==> src/rtl/mbe_mul_sched.sv <==
// Round-robin scheduler sharing one pipelined MBE multiplier among requesters.
// Tags follow the multiplier pipe and steer each product to its response register.
module mbe_mul_sched #(
    parameter int N_REQ   = 4,
    parameter int MUL_LAT = 2,
    parameter int OP_W    = 24,
    parameter int P_W     = 48
) (
    input  logic                  clk,
    input  logic                  rst_n,
    input  logic [N_REQ-1:0]      req_valid,
    output logic [N_REQ-1:0]      req_ready,
    input  logic [N_REQ*OP_W-1:0] req_a,
    input  logic [N_REQ*OP_W-1:0] req_b,
    output logic                  mul_valid,
    output logic [OP_W-1:0]       mul_a,
    output logic [OP_W-1:0]       mul_b,
    input  logic [P_W-1:0]        mul_p,
    output logic [N_REQ-1:0]      rsp_valid,
    input  logic [N_REQ-1:0]      rsp_ready,
    output logic [N_REQ*P_W-1:0]  rsp_p,
    output logic [3:0]            inflight_cnt
);

    localparam int ID_W = (N_REQ > 1) ? $clog2(N_REQ) : 1;

    logic [N_REQ-1:0]             busy_q, busy_d;
    logic [ID_W-1:0]              ptr_q, ptr_d;
    logic                         mul_valid_q, mul_valid_d;
    logic [OP_W-1:0]              mul_a_q, mul_a_d;
    logic [OP_W-1:0]              mul_b_q, mul_b_d;
    logic [ID_W-1:0]              iss_id_q, iss_id_d;
    logic [MUL_LAT-1:0]           tag_vld_q, tag_vld_d;
    logic [MUL_LAT-1:0][ID_W-1:0] tag_id_q, tag_id_d;
    logic [N_REQ-1:0]             rsp_valid_q, rsp_valid_d;
    logic [N_REQ-1:0][P_W-1:0]    rsp_p_q, rsp_p_d;
    logic [3:0]                   inflight_q, inflight_d;

    logic [N_REQ-1:0] grant;
    logic [N_REQ-1:0] rsp_hs;
    logic             gnt_any;
    logic [ID_W-1:0]  gnt_id;
    logic             cap_v;
    logic [ID_W-1:0]  cap_id;
    int               idx;

    // First eligible requester at or after ptr wins, wrapping around.
    always_comb begin
        grant   = '0;
        gnt_any = 1'b0;
        gnt_id  = '0;
        idx     = 0;
        for (int k = 0; k < N_REQ; k++) begin
            idx = (int'(ptr_q) + k) % N_REQ;
            if (!gnt_any && req_valid[ID_W'(idx)]
                && !busy_q[ID_W'(idx)]) begin
                gnt_any             = 1'b1;
                gnt_id              = ID_W'(idx);
                grant[ID_W'(idx)]   = 1'b1;
            end
        end
    end

    assign rsp_hs = rsp_valid_q & rsp_ready;
    assign cap_v  = tag_vld_q[MUL_LAT-1];
    assign cap_id = tag_id_q[MUL_LAT-1];

    always_comb begin
        busy_d      = (busy_q & ~rsp_hs) | grant;
        ptr_d       = ptr_q;
        mul_valid_d = gnt_any;
        mul_a_d     = mul_a_q;
        mul_b_d     = mul_b_q;
        iss_id_d    = iss_id_q;
        if (gnt_any) begin
            ptr_d    = ID_W'((int'(gnt_id) + 1) % N_REQ);
            mul_a_d  = req_a[int'(gnt_id)*OP_W +: OP_W];
            mul_b_d  = req_b[int'(gnt_id)*OP_W +: OP_W];
            iss_id_d = gnt_id;
        end

        tag_vld_d    = '0;
        tag_id_d     = '0;
        tag_vld_d[0] = mul_valid_q;
        tag_id_d[0]  = iss_id_q;
        for (int s = 1; s < MUL_LAT; s++) begin
            tag_vld_d[s] = tag_vld_q[s-1];
            tag_id_d[s]  = tag_id_q[s-1];
        end

        rsp_valid_d = rsp_valid_q & ~rsp_hs;
        rsp_p_d     = rsp_p_q;
        if (cap_v) begin
            rsp_valid_d[cap_id] = 1'b1;
            rsp_p_d[cap_id]     = mul_p;
        end

        inflight_d = inflight_q;
        if (gnt_any && !cap_v) begin
            inflight_d = inflight_q + 4'd1;
        end else if (!gnt_any && cap_v) begin
            inflight_d = inflight_q - 4'd1;
        end
    end

    always_ff @(posedge clk) begin
        if (!rst_n) begin
            busy_q      <= '0;
            ptr_q       <= '0;
            mul_valid_q <= 1'b0;
            mul_a_q     <= '0;
            mul_b_q     <= '0;
            iss_id_q    <= '0;
            tag_vld_q   <= '0;
            tag_id_q    <= '0;
            rsp_valid_q <= '0;
            rsp_p_q     <= '0;
            inflight_q  <= '0;
        end else begin
            busy_q      <= busy_d;
            ptr_q       <= ptr_d;
            mul_valid_q <= mul_valid_d;
            mul_a_q     <= mul_a_d;
            mul_b_q     <= mul_b_d;
            iss_id_q    <= iss_id_d;
            tag_vld_q   <= tag_vld_d;
            tag_id_q    <= tag_id_d;
            rsp_valid_q <= rsp_valid_d;
            rsp_p_q     <= rsp_p_d;
            inflight_q  <= inflight_d;
        end
    end

    assign req_ready    = grant;
    assign mul_valid    = mul_valid_q;
    assign mul_a        = mul_a_q;
    assign mul_b        = mul_b_q;
    assign rsp_valid    = rsp_valid_q;
    assign rsp_p        = rsp_p_q;
    assign inflight_cnt = inflight_q;

endmodule

==> config.mk <==
export PLATFORM = sky130hd
export DESIGN_NAME = mbe_mul_sched
export DESIGN_NICKNAME = d
export VERILOG_FILES = /design/src/rtl/mbe_mul_sched.sv
export SDC_FILE = /design/constraint.sdc
export NUM_CORES = 1
export LEC_CHECK = 0
export CAP_MARGIN = 20
export CORE_AREA = 2 2 194 196
export CTS_BUF_LIST = sky130_fd_sc_hd__clkbuf_4 sky130_fd_sc_hd__clkbuf_8
export CTS_CLUSTER_SIZE = 40
export DETAILED_ROUTE_END_ITERATION = 10
export DIE_AREA = 0 0 196 198
export PLACE_DENSITY = 0.59
export REMOVE_ABC_BUFFERS = 1
export SLEW_MARGIN = 20
export SYNTH_ARGS = -nofsm -noshare
export SYNTH_HDL_FRONTEND = slang
export SYNTH_SLANG_ARGS = --single-unit
==> constraint.sdc <==
create_clock -name clk -period 7.7 [get_ports clk]
set_input_delay 1.54 -clock clk [delete_from_list [all_inputs] [get_ports clk]]
set_output_delay 1.54 -clock clk [all_outputs]
set_load 0.03 [all_outputs]
# Word level (Yosys, flattened, before mapping)
# Index checks and enable logic that the tools add are counted.
# op_classes
addsub	6
multipliers	1
div_mod_pow	0
magnitude_cmp	10
eq_ne	0
shifts	2
mux	52
n_bitwise	9
n_reduce_logical	24
# op_table
op	count
$bwmux W192	1
$demux W48 S2	1
$shiftx A96 B32 Y24	1
$shiftx A96 B8 Y24	1
$mux W48	1
$mux W4	7
$mux W1	25
$or A4 B4 Y4	5
$bmux W1 S2	8
$lt A2 B4 Y1 const B	4
$logic_and A1 B1 Y1	14
$and A4 B4 Y4	3
$demux W1 S2	5
$ge A2 B1 Y1 const B	5
$logic_not A1 Y1	9
$mux W2	4
$add A2 B1 Y2 const B	2
$add A2 B2 Y2 const B	2
$add A4 B1 Y4 const B	1
$mul A2 B2 Y4 const B	1
$not A4 Y4	1
$sub A4 B1 Y4 const B	1
$lt A2 B3 Y1 const B	1
$reduce_bool A2 Y1	1
# word_totals
reg_bits	263
latchBits	0
ramBits	0
rom_bits	0
inputBits	250
out_inout_bits	253
word_cells	119
mem_count	0

# Depth between registers and ports, before layout
# depth
word_depth	22
mapped_depth	12
mapped_depth_nobuf	12

# Least setup slack after synthesis
# No wires, ideal clock.
# synth_path
kind	input to output
from	in req_valid[1]
to	out req_ready[2]
t_arrival_ns	3.064
required_time_ns	6.160
setup_slack_ns	3.096
path_stages	6
n_path_buf	0
cell_sequence	nand2b_1 mux4_2 nor2b_1 nor2b_1 a22o_1 a221o_1
# synth_between
elab_chain_cells	17
word_cells_on_any_way	32
cone_classes	mux (19); bitwise (3); reduce/logical (10)
# synth_lines
element	line_no	rtl
from (decl)	11	input logic [N_REQ-1:0] req_valid,
$bmux W1 S2	55	if (!gnt_any && req_valid[ID_W'(idx)]
$mux W1 (implied by the code) (2 in a row)	55	
$logic_and A1 B1 Y1	56	&& !busy_q[ID_W'(idx)]) begin
$mux W1	55	
$logic_not A1 Y1	55	
$logic_and A1 B1 Y1	55	
$logic_and A1 B1 Y1	56	
$mux W1	55	
$logic_not A1 Y1	55	
$logic_and A1 B1 Y1	55	
$logic_and A1 B1 Y1	56	
$mux W1	55	
$logic_not A1 Y1	55	
$logic_and A1 B1 Y1	55	
$logic_and A1 B1 Y1	56	
$mux W4 (*)	55	
to (decl)	12	output logic [N_REQ-1:0] req_ready,
# Every way passes the cells marked *; elsewhere a longest branch is shown, timed or not. The select of a mux whose other input is x is not followed.

# Worst setup path after layout
# layout_path
from	in req_valid[2]
to	out req_ready[2]
# The elaborated chain is that of the path after synthesis.

==> results.yml <==
outcome:
  outcome: "finished, final reports clean"
layout:
  drive_above_1_share: 0.0680
  fill_cells: 3637
  seq_area_um2: 5270
  areaGrowthSynthToFinish_pct: 58.1
  finalNonFillerCells: 2242
  fin_nets: 1991
  multi_input_area_um2: 5430
logic_synthesis:
  yosysTopAreaCell: "dfxtp_1"
  synth-edff-count: 0
  synth.most_common_cell: "nand2_1"
  ys_types: 44
  ys_top_cells_by_count: "nand2_1, dfxtp_1, a21boi_0, mux2i_1, clkbuf_1"
  netlist_area_um2: 11100
  yosysWarningCount: 0
  yosysTopAreaCellShare: 0.475
  syn_avg_cell_area_um2: 8.80
  synth_seq_area_share: 0.475
  syn_inst: 1258
  ys.flop_type: "dfxtp_1"
  async_flop_share: 0
  synthTopCellsByArea: "dfxtp_1, nand2_1, a21boi_0"
  ys_ff_latch: 263
clock_network:
  clockBufferDepth: 3
  ctsHtreeMaxLevel: 2
  cts_resized: 0
  cts_tree: "done"
  clock_sinks: 263
  cts_buffers: 47
  postCtsSetupBuffers: 0
  root_buffer: "clkbuf_8"
  clk_transition_reported_paths_ns: 0.05
  insertion_delay_ns: 0.60
  postCtsHoldBufs: 0
routing:
  wl_per_cell_um: 18.7
  wirelength_mm: 41.9
  vias: 10700
  first_pass_iters: 5
  drc: 0
  ant_nets: 0
  vias_per_cell: 4.78
  initialDrtViolationCount: 328
sta:
  rsz0062_at_grt: "no"
  timing.final.ws_setup_ns: 1.74
  min_period_ns: 5.96
  final.setup_skew_ns: 0.0221
  slew_headroom: 0.309
  fmax_mhz: 168
  worstMarginPinSlew_ns: 1.03
  fin_crit_sh: 0.774
  finalHoldViolations: 0
  slew_viol_final: 0
  finalSetupViolCount: 0
pwr:
  power.density_nw_per_um2: 296
  p_leak_uw: 0.00619
  ir_drop_mv: 0.400
global_routing:
  antenna_found_initial: 2
  grt-ovfl-total: 0
  grt_pass1_vias: 10900
  grt_pass1_wl_mm: 62.7
  grt_max_degree: 99
  grt_usage: 0.210
worst_setup_path:
  crit_slowest_cell: "clkdlybuf4s50_1"
  cp.arrival_ns: 4.42
  end_kind: "output port"
  cp_top_family: "buffers and inverters"
  crit_path_cell_trace: "clkdlybuf4s50_1 > nand2b_1 > mux4_2 > nor2b_1 > nor2b_1 > a22o_1 > a221o_1 > clkdlybuf4s50_1"
  path_class: "primary input to output port"
  critPathBufInv: 2
  slowest_delay_ns: 0.69
  start_kind: "primary input"
  required_ns: 6.16
  path_max_fanout: 6
floorplanning:
  io_pins: 503
  rows: 71
  core-area_um2: 37000
  die_h_um: 198
  initial_core_util: 0.300
  fp.dieW_um: 196
  die_area_um2: 38800
run:
  cap_violations: 0
place:
  place_inst: 2154
  pre_cts_ws_ns: 1.79
  io_buffers: 502
  routabilityCongestion: 0.836
  dp_hpwl_mm: 29.0
hold_path:
  min_path_type: "flip-flop to flip-flop"
==> placed cells by master, fill, tap and decap left out, drive strengths merged, types with 4 or more instances in the layout <==
cell type	n
a21boi	200
a21oi	6
and2	10
buf	14
clkbuf	84
clkdlybuf4s50	501
dfxtp	263
ha	11
inv	6
mux2i	98
nand2	443
nand2b	9
nand3	10
nor2	8
nor2b	12
o21ai	4
o221ai	48
==> path summary, 6_finish.rpt <==
| check | slack [ns] | start | cells past startpoint | endpoint |
|---|---|---|---|---|
| setup / recovery | 1.74 | req_valid[2] | 8 | req_ready[2] |
| hold / removal | 0.44 | tag_id_d[3] | 1 | cap_id[1] |
| setup reg to reg | 3.41 | ptr_q[0] | 10 | mul_b[17] |
| hold reg to reg | 0.44 | tag_id_d[3] | 1 | cap_id[1] |
==> kinds of logic (layout without fill, tap and decap cells) <==
logic type                 count (synthesis)  after routing  synth area share
DFF                                      263            263             0.475
other                                      0              2                 0
xor gates and xnor gates                   3              3           0.00237
muxes                                    101            101            0.0947
buffers and inverters                     99            607            0.0383
adders and majority gates                 12             12            0.0142
AOI/OAI and AO/OA                        277            277             0.194
and+or+nand+nor                          503            503             0.181
==> power by group <==
part	internal (uW)	leakage, uW	switching, uW
registers	1510	0.00214	100
clock network	873	0.000568	589
logic	958	0.00349	1140
total	3350	0.00619	1830
==> state kept, by name, summed over array words and instances, names as in the netlist <==
name,cells
tag_vld_q,2
ptr_q,2
cap_id,2
mul_b,24
busy_q,4
rsp_valid,4
mul_valid,1
iss_id_q,2
rsp_p,192
tag_id_d,2
mul_a,24
inflight_cnt,4
==> layer usage <==
layer  vias up  share of wire  track usage
met5         -              0            0
met4         0          0.031       0.0735
met3        82          0.077       0.0639
met2       404           0.50        0.382
met1      5031           0.39        0.232
li1       5204              -            -
==> metrics by stage <==
step	hold slack (ns)	util	area, um^2	power, uW	TNS [ns]
final	0.444	0.474	17500	5180	0
after global routing	0.469	0.474	17500	5470	0
after CTS	0.441	0.474	17500	5250	0
after detailed placement	0.420	0.445	16400	3760	0
after global placement	0.416	0.445	16400	3740	0
after floorplan	0.412	-	10700	3080	-69.16
==> cell type report <==
type	instances	area share
well taps	474	0.0339
clock buffers	84	0.0571
inverters	6	0.00129
clock inverters	2	0.00343
repair buffers	515	0.293
diodes	2	0.000286
multi-input cells	896	0.310
flip-flops and latches	263	0.301
(Power assumes the default switching activity.)
==> RTL change 1: new RTL, config.mk and constraints unchanged <==
Put one more register stage on the output `inflight_cnt`. The value now appears one clock later. The other outputs are not delayed to match.
--- a/src/rtl/mbe_mul_sched.sv
+++ b/src/rtl/mbe_mul_sched.sv
@@ -138,5 +138,7 @@
     assign rsp_valid    = rsp_valid_q;
     assign rsp_p        = rsp_p_q;
-    assign inflight_cnt = inflight_q;
+    always_ff @(posedge clk) begin
+        inflight_cnt <= inflight_q;
+    end
 
 endmodule
Check against the original RTL: not equivalent (Yosys sat finds a counterexample within 4 cycles, from zero or initial values and one cycle with rst_n low).
==> RTL change 1 against the original RTL <==
- sequential power up 2%
- critical endpoint unchanged
- sequential cell count up 4
- global-route usage up 0.25 points
- worst setup slack better by 0.049 ns
- sequential share of layout area up 0.27 points
- via count down 0.21%
- critical path type unchanged
- largest power group unchanged
- power up 0.88%
- wire length up 2.2%
- register-to-register slack worse by 0.35 ns
- cell area up 0.61%
- synthesized area up 0.71%
==> RTL change 1: results (changes against the original RTL) <==
\begin{tabular}{lr}
\hline
Metric & Value \\
\hline
\multicolumn{2}{l}{\textbf{GRT}} \\
Largest net degree at the start of global routing & 106 (was 99) \\
GRT Util Overall & 21.2\% (was 21.0\%) \\
Via count of the first global-routing pass & 10.7k (was 10.9k) \\
Wire length of the first global-routing pass & 62600 µm (was 62700 µm) \\
\multicolumn{2}{l}{\textbf{Logic synthesis}} \\
Leading post-synthesis cells by instance count & sky130\_fd\_sc\_hd\_\_nand2\_1, sky130\_fd\_sc\_hd\_\_dfxtp\_1, sky130\_fd\_sc\_hd\_\_a21boi\_0, sky130\_fd\_sc\_hd\_\_mux2i\_1, sky130\_fd\_sc\_hd\_\_clkbuf\_1 (unchanged) \\
Leading cell types by total area after synthesis & sky130\_fd\_sc\_hd\_\_dfxtp\_1, sky130\_fd\_sc\_hd\_\_nand2\_1, sky130\_fd\_sc\_hd\_\_a21boi\_0, sky130\_fd\_sc\_hd\_\_mux2i\_1, sky130\_fd\_sc\_hd\_\_o221ai\_1 (unchanged) \\
Share of the yosys chip area belonging to registers & 47.9\% (was 47.5\%) \\
Distinct cells, synth & 43 (was 44) \\
\multicolumn{2}{l}{\textbf{Worst hold path}} \\
Worst hold path stage count & 0 (was 1) \\
\multicolumn{2}{l}{\textbf{Placement}} \\
DP Wirelength & 29600 µm (was 29000 µm) \\
Placer Congestion & 0.842 (was 0.836) \\
Placed instance count & 2159 (was 2154) \\
\multicolumn{2}{l}{\textbf{Drt}} \\
Wire length per cell & 19.0 µm (was 18.7 µm) \\
Post-detailed-routing wire length & 42900 µm (was 41900 µm) \\
Drt first pass iters & 7 (was 5) \\
Via-per-instance ratio & 4.75 (was 4.78) \\
1st-iter DRT viols & 376 (was 328) \\
\multicolumn{2}{l}{\textbf{Timing}} \\
Least-Margin Pin Slew & 1.10 ns (was 1.03 ns) \\
\multicolumn{2}{l}{\textbf{Final layout}} \\
Final-stage net count & 1998 (was 1991) \\
Filler Cell Count & 3543 (was 3637) \\
Share of final-layout standard cells stronger than drive strength 1 & 6.83\% (was 6.80\%) \\
\multicolumn{2}{l}{\textbf{CTS}} \\
Total clock buffers created by CTS & 48 (was 47) \\
Clock latency on the worst-skew pair & 0.60 ns (about the same) \\
\multicolumn{2}{l}{\textbf{Pwr}} \\
Leakage power figure & 6.23 nW (was 6.19 nW) \\
VDD IR max & 438 µV (was 400 µV) \\
\multicolumn{2}{l}{\textbf{Run status}} \\
Outcome & completed (unchanged) \\
\hline
\end{tabular}
[RTL change 1: cell types whose count changed after synthesis, sizes merged]
| cell | delta |
|---|---|
| dfxtp | +4 |
| clkbuf | -2 |
| buf | +2 |
[RTL change 1: path summary, 6_finish.rpt]
check	from	slack, ns	endpoint
setup / recovery	req_valid[2]	1.79	req_ready[2]
hold / removal	inflight_q[3]	0.36	inflight_cnt[3]
hold reg to reg	inflight_q[3]	0.36	inflight_cnt[3]
setup reg to reg	ptr_q[0]	3.06	mul_a[18]
[RTL change 1: routing by layer]
metal	GRT usage, %	vias to the layer above	part of all wire [%]
met2	37.9	417	50
li1	-	5226	-
met3	6.34	88	7.4
met5	0	-	0.037
met4	9.79	2	3.4
met1	23.2	4966	39
[RTL change 1: area by class of cell]
cell class / count / area, µm² / share of cell area [%]
inverter: 6 / 22.5 / 0.128
clock inverter: 10 / 105 / 0.597
antenna: 7 / 17.5 / 0.0994
tap: 474 / 593 / 3.37
sequential: 267 / 5350 / 30.3
clock buffer: 76 / 952 / 5.40
multi-input combinational: 896 / 5420 / 30.8
timing repair buffer: 517 / 5160 / 29.3
[RTL change 1: cells by family (layout without fill, tap and decap cells)]
family,count (synthesis),count (layout),share of synthesized area [%]
buf+inv,99,609,3.83
other cells,0,7,0
compound gates,277,277,19.2
xor+xnor,3,3,0.236
flops,267,267,47.9
simple gates,503,503,18.0
mux,101,101,9.40
fa+ha+maj,12,12,1.41
[RTL change 1: per-stage QoR]
step / hold slack (ns) / worst slack, ns / total power [mW]
4_1_cts: 0.366 / 1.80 / 5.29
2_1_floorplan: 0.339 / -1.40 / 3.11
3_5_place_dp: 0.358 / 1.82 / 3.80
6_report: 0.362 / 1.79 / 5.22
3_3_place_gp: 0.351 / 1.86 / 3.77
5_1_grt: 0.374 / 1.62 / 5.50
[RTL change 1: critical path, cell delays in order]
cell and delay [ns]:
sky130_fd_sc_hd__clkdlybuf4s50_1 0.48, sky130_fd_sc_hd__nand2b_1 0.15, sky130_fd_sc_hd__mux4_2 0.51, sky130_fd_sc_hd__nor2b_1 0.17
sky130_fd_sc_hd__nor2b_1 0.44, sky130_fd_sc_hd__a22o_1 0.20, sky130_fd_sc_hd__a221o_1 0.19, sky130_fd_sc_hd__clkdlybuf4s50_1 0.69
[RTL change 1: where the power goes]
| part | internal (mW) | switching, mW |
|---|---|---|
| registers | 1.54 | 0.111 |
| logic | 0.969 | 1.15 |
| clock network | 0.849 | 0.603 |
| total | 3.36 | 1.86 |
==> RTL change 2: new RTL, same flow settings <==
Made on the original files. `OP_W`: 24 -> 36.
--- a/src/rtl/mbe_mul_sched.sv
+++ b/src/rtl/mbe_mul_sched.sv
@@ -4,5 +4,5 @@
     parameter int N_REQ   = 4,
     parameter int MUL_LAT = 2,
-    parameter int OP_W    = 24,
+    parameter int OP_W    = 36,
     parameter int P_W     = 48
 ) (
Ports: changed (resized mul_a, mul_b, req_a and req_b); port bits go from 503 to 623. The function was not compared with the original's and may differ.
==> RTL change 2 against the original RTL <==
- combinational power up 39%
- worst hold slack got worse by 0.026 ns
- cell area rose by 14%
- wire length grew 31%
- worst setup slack better by 0.056 ns
- sequential power rose by 14%
- register-to-register slack got worse by 0.26 ns
- synthesized area is 12% higher
- power rose by 19%
- first-iteration DRC count increased by 80%
- final cell count is 11% higher
- sequential cell count grew 24
==> RTL change 2: results (changes against the original RTL) <==
\begin{tabular}{lr}
\hline
Metric & Value \\
\hline
\multicolumn{2}{l}{\textbf{Run status}} \\
Outcome & completed (unchanged) \\
\multicolumn{2}{l}{\textbf{GRT}} \\
Via count of the first global-routing pass & 12.1k (was 10.9k) \\
Antenna violations before repair & 9 (was 2) \\
Largest net degree at the start of global routing & 126 (was 99) \\
GRT Util Overall & 27.1\% (was 21.0\%) \\
Wire length of the first global-routing pass & 78900 µm (was 62700 µm) \\
\multicolumn{2}{l}{\textbf{Logic synthesis}} \\
XOR/XNOR share of the synthesized area & 0.211\% (was 0.237\%) \\
Distinct cells, synth & 43 (was 44) \\
Share of the yosys chip area belonging to registers & 46.2\% (was 47.5\%) \\
Syn Area/Cell & 8.93 µm² (was 8.80 µm²) \\
Leading cell types by total area after synthesis & sky130\_fd\_sc\_hd\_\_dfxtp\_1, sky130\_fd\_sc\_hd\_\_nand2\_1, sky130\_fd\_sc\_hd\_\_a21boi\_0, sky130\_fd\_sc\_hd\_\_mux2i\_1, sky130\_fd\_sc\_hd\_\_o221ai\_1 (unchanged) \\
Mux contribution to synthesized area & 12.3\% (was 9.47\%) \\
\multicolumn{2}{l}{\textbf{Placement}} \\
Cell area reported after detailed placement & 18900 µm² (was 16400 µm²) \\
Placer Congestion & 0.887 (was 0.836) \\
DP Wirelength & 40400 µm (was 29000 µm) \\
\multicolumn{2}{l}{\textbf{Drt}} \\
1st-iter DRT viols & 592 (was 328) \\
Wire length per cell & 22.0 µm (was 18.7 µm) \\
\multicolumn{2}{l}{\textbf{Pwr}} \\
VDD IR max & 306 µV (was 400 µV) \\
Int Power & 3.81 mW (was 3.35 mW) \\
Share of total power in the clock network & 23.4\% (was 28.2\%) \\
Leakage power figure & 7.16 nW (was 6.19 nW) \\
Switch share & 38.3\% (was 35.4\%) \\
\multicolumn{2}{l}{\textbf{Final layout}} \\
Final-stage net count & 2335 (was 1991) \\
Filler Cell Count & 3515 (was 3637) \\
Share of final-layout standard cells stronger than drive strength 1 & 5.73\% (was 6.80\%) \\
\multicolumn{2}{l}{\textbf{Timing}} \\
Max Freq & 169 MHz (was 168 MHz) \\
Least-Margin Pin Slew & 0.991 ns (was 1.03 ns) \\
Worst hold margin & 0.418 ns (was 0.444 ns) \\
Setup clock skew after layout & 0.0157 ns (was 0.0221 ns) \\
\multicolumn{2}{l}{\textbf{Critical path}} \\
Data arrival at the endpoint of the critical path & 4.37 ns (was 4.42 ns) \\
Worst-case register-to-register setup slack & 3.15 ns (was 3.41 ns) \\
\hline
\end{tabular}
## RTL change 2: cell count changes after synthesis, sizes merged, moves of 3 or more
cell and change:
nand2 +25, a21oi +5, o221ai +24, dfxtp +24
clkbuf +11, mux2i +48, nand3 -4, buf +3
## RTL change 2: per-layer routing
layer  vias up  wire length [µm]  global-route usage, %
li1       5950                 -                      -
met1      5852             22200                   32.4
met2       482             25900                   45.1
met3        89              5140                   9.85
met4         4              1530                   8.84
met5         -                27                      0
## RTL change 2: cell families after synthesis
group           after synthesis
flops                       287
fa+ha+maj                    12
xor+xnor                      3
buf+inv                     113
mux                         149
compound gates              304
simple gates                525
## RTL change 2: worst paths after layout
path                                      to         start  cells after the start
worst max register to register      mul_a[5]      ptr_q[0]                      9
worst max-delay path            req_ready[3]  req_valid[0]                      7
worst min-delay path               cap_id[1]   tag_id_d[3]                      1
worst min register to register     cap_id[1]   tag_id_d[3]                      1
## RTL change 2: layout make-up
class,count,area share (%)
Timing Repair Buffer,638,31.9
Multi-Input combinational cell,993,31.0
Sequential cell,287,28.8
Clock buffer,76,4.77
Tap cell,474,2.97
Clock inverter,6,0.313
Inverter,6,0.113
Antenna cell,8,0.100
## RTL change 2: worst reg2reg max path, cell delays in order, from the launching register on
cell and delay [ns]:
sky130_fd_sc_hd__dfxtp_1 0.69, sky130_fd_sc_hd__inv_1 0.32, sky130_fd_sc_hd__ha_1 0.48, sky130_fd_sc_hd__or3_1 0.38, sky130_fd_sc_hd__o22ai_1 0.25, sky130_fd_sc_hd__a31o_1 0.21, sky130_fd_sc_hd__o31a_2 0.82, sky130_fd_sc_hd__buf_12 0.49
sky130_fd_sc_hd__mux2i_1 0.59, sky130_fd_sc_hd__o221ai_1 0.17
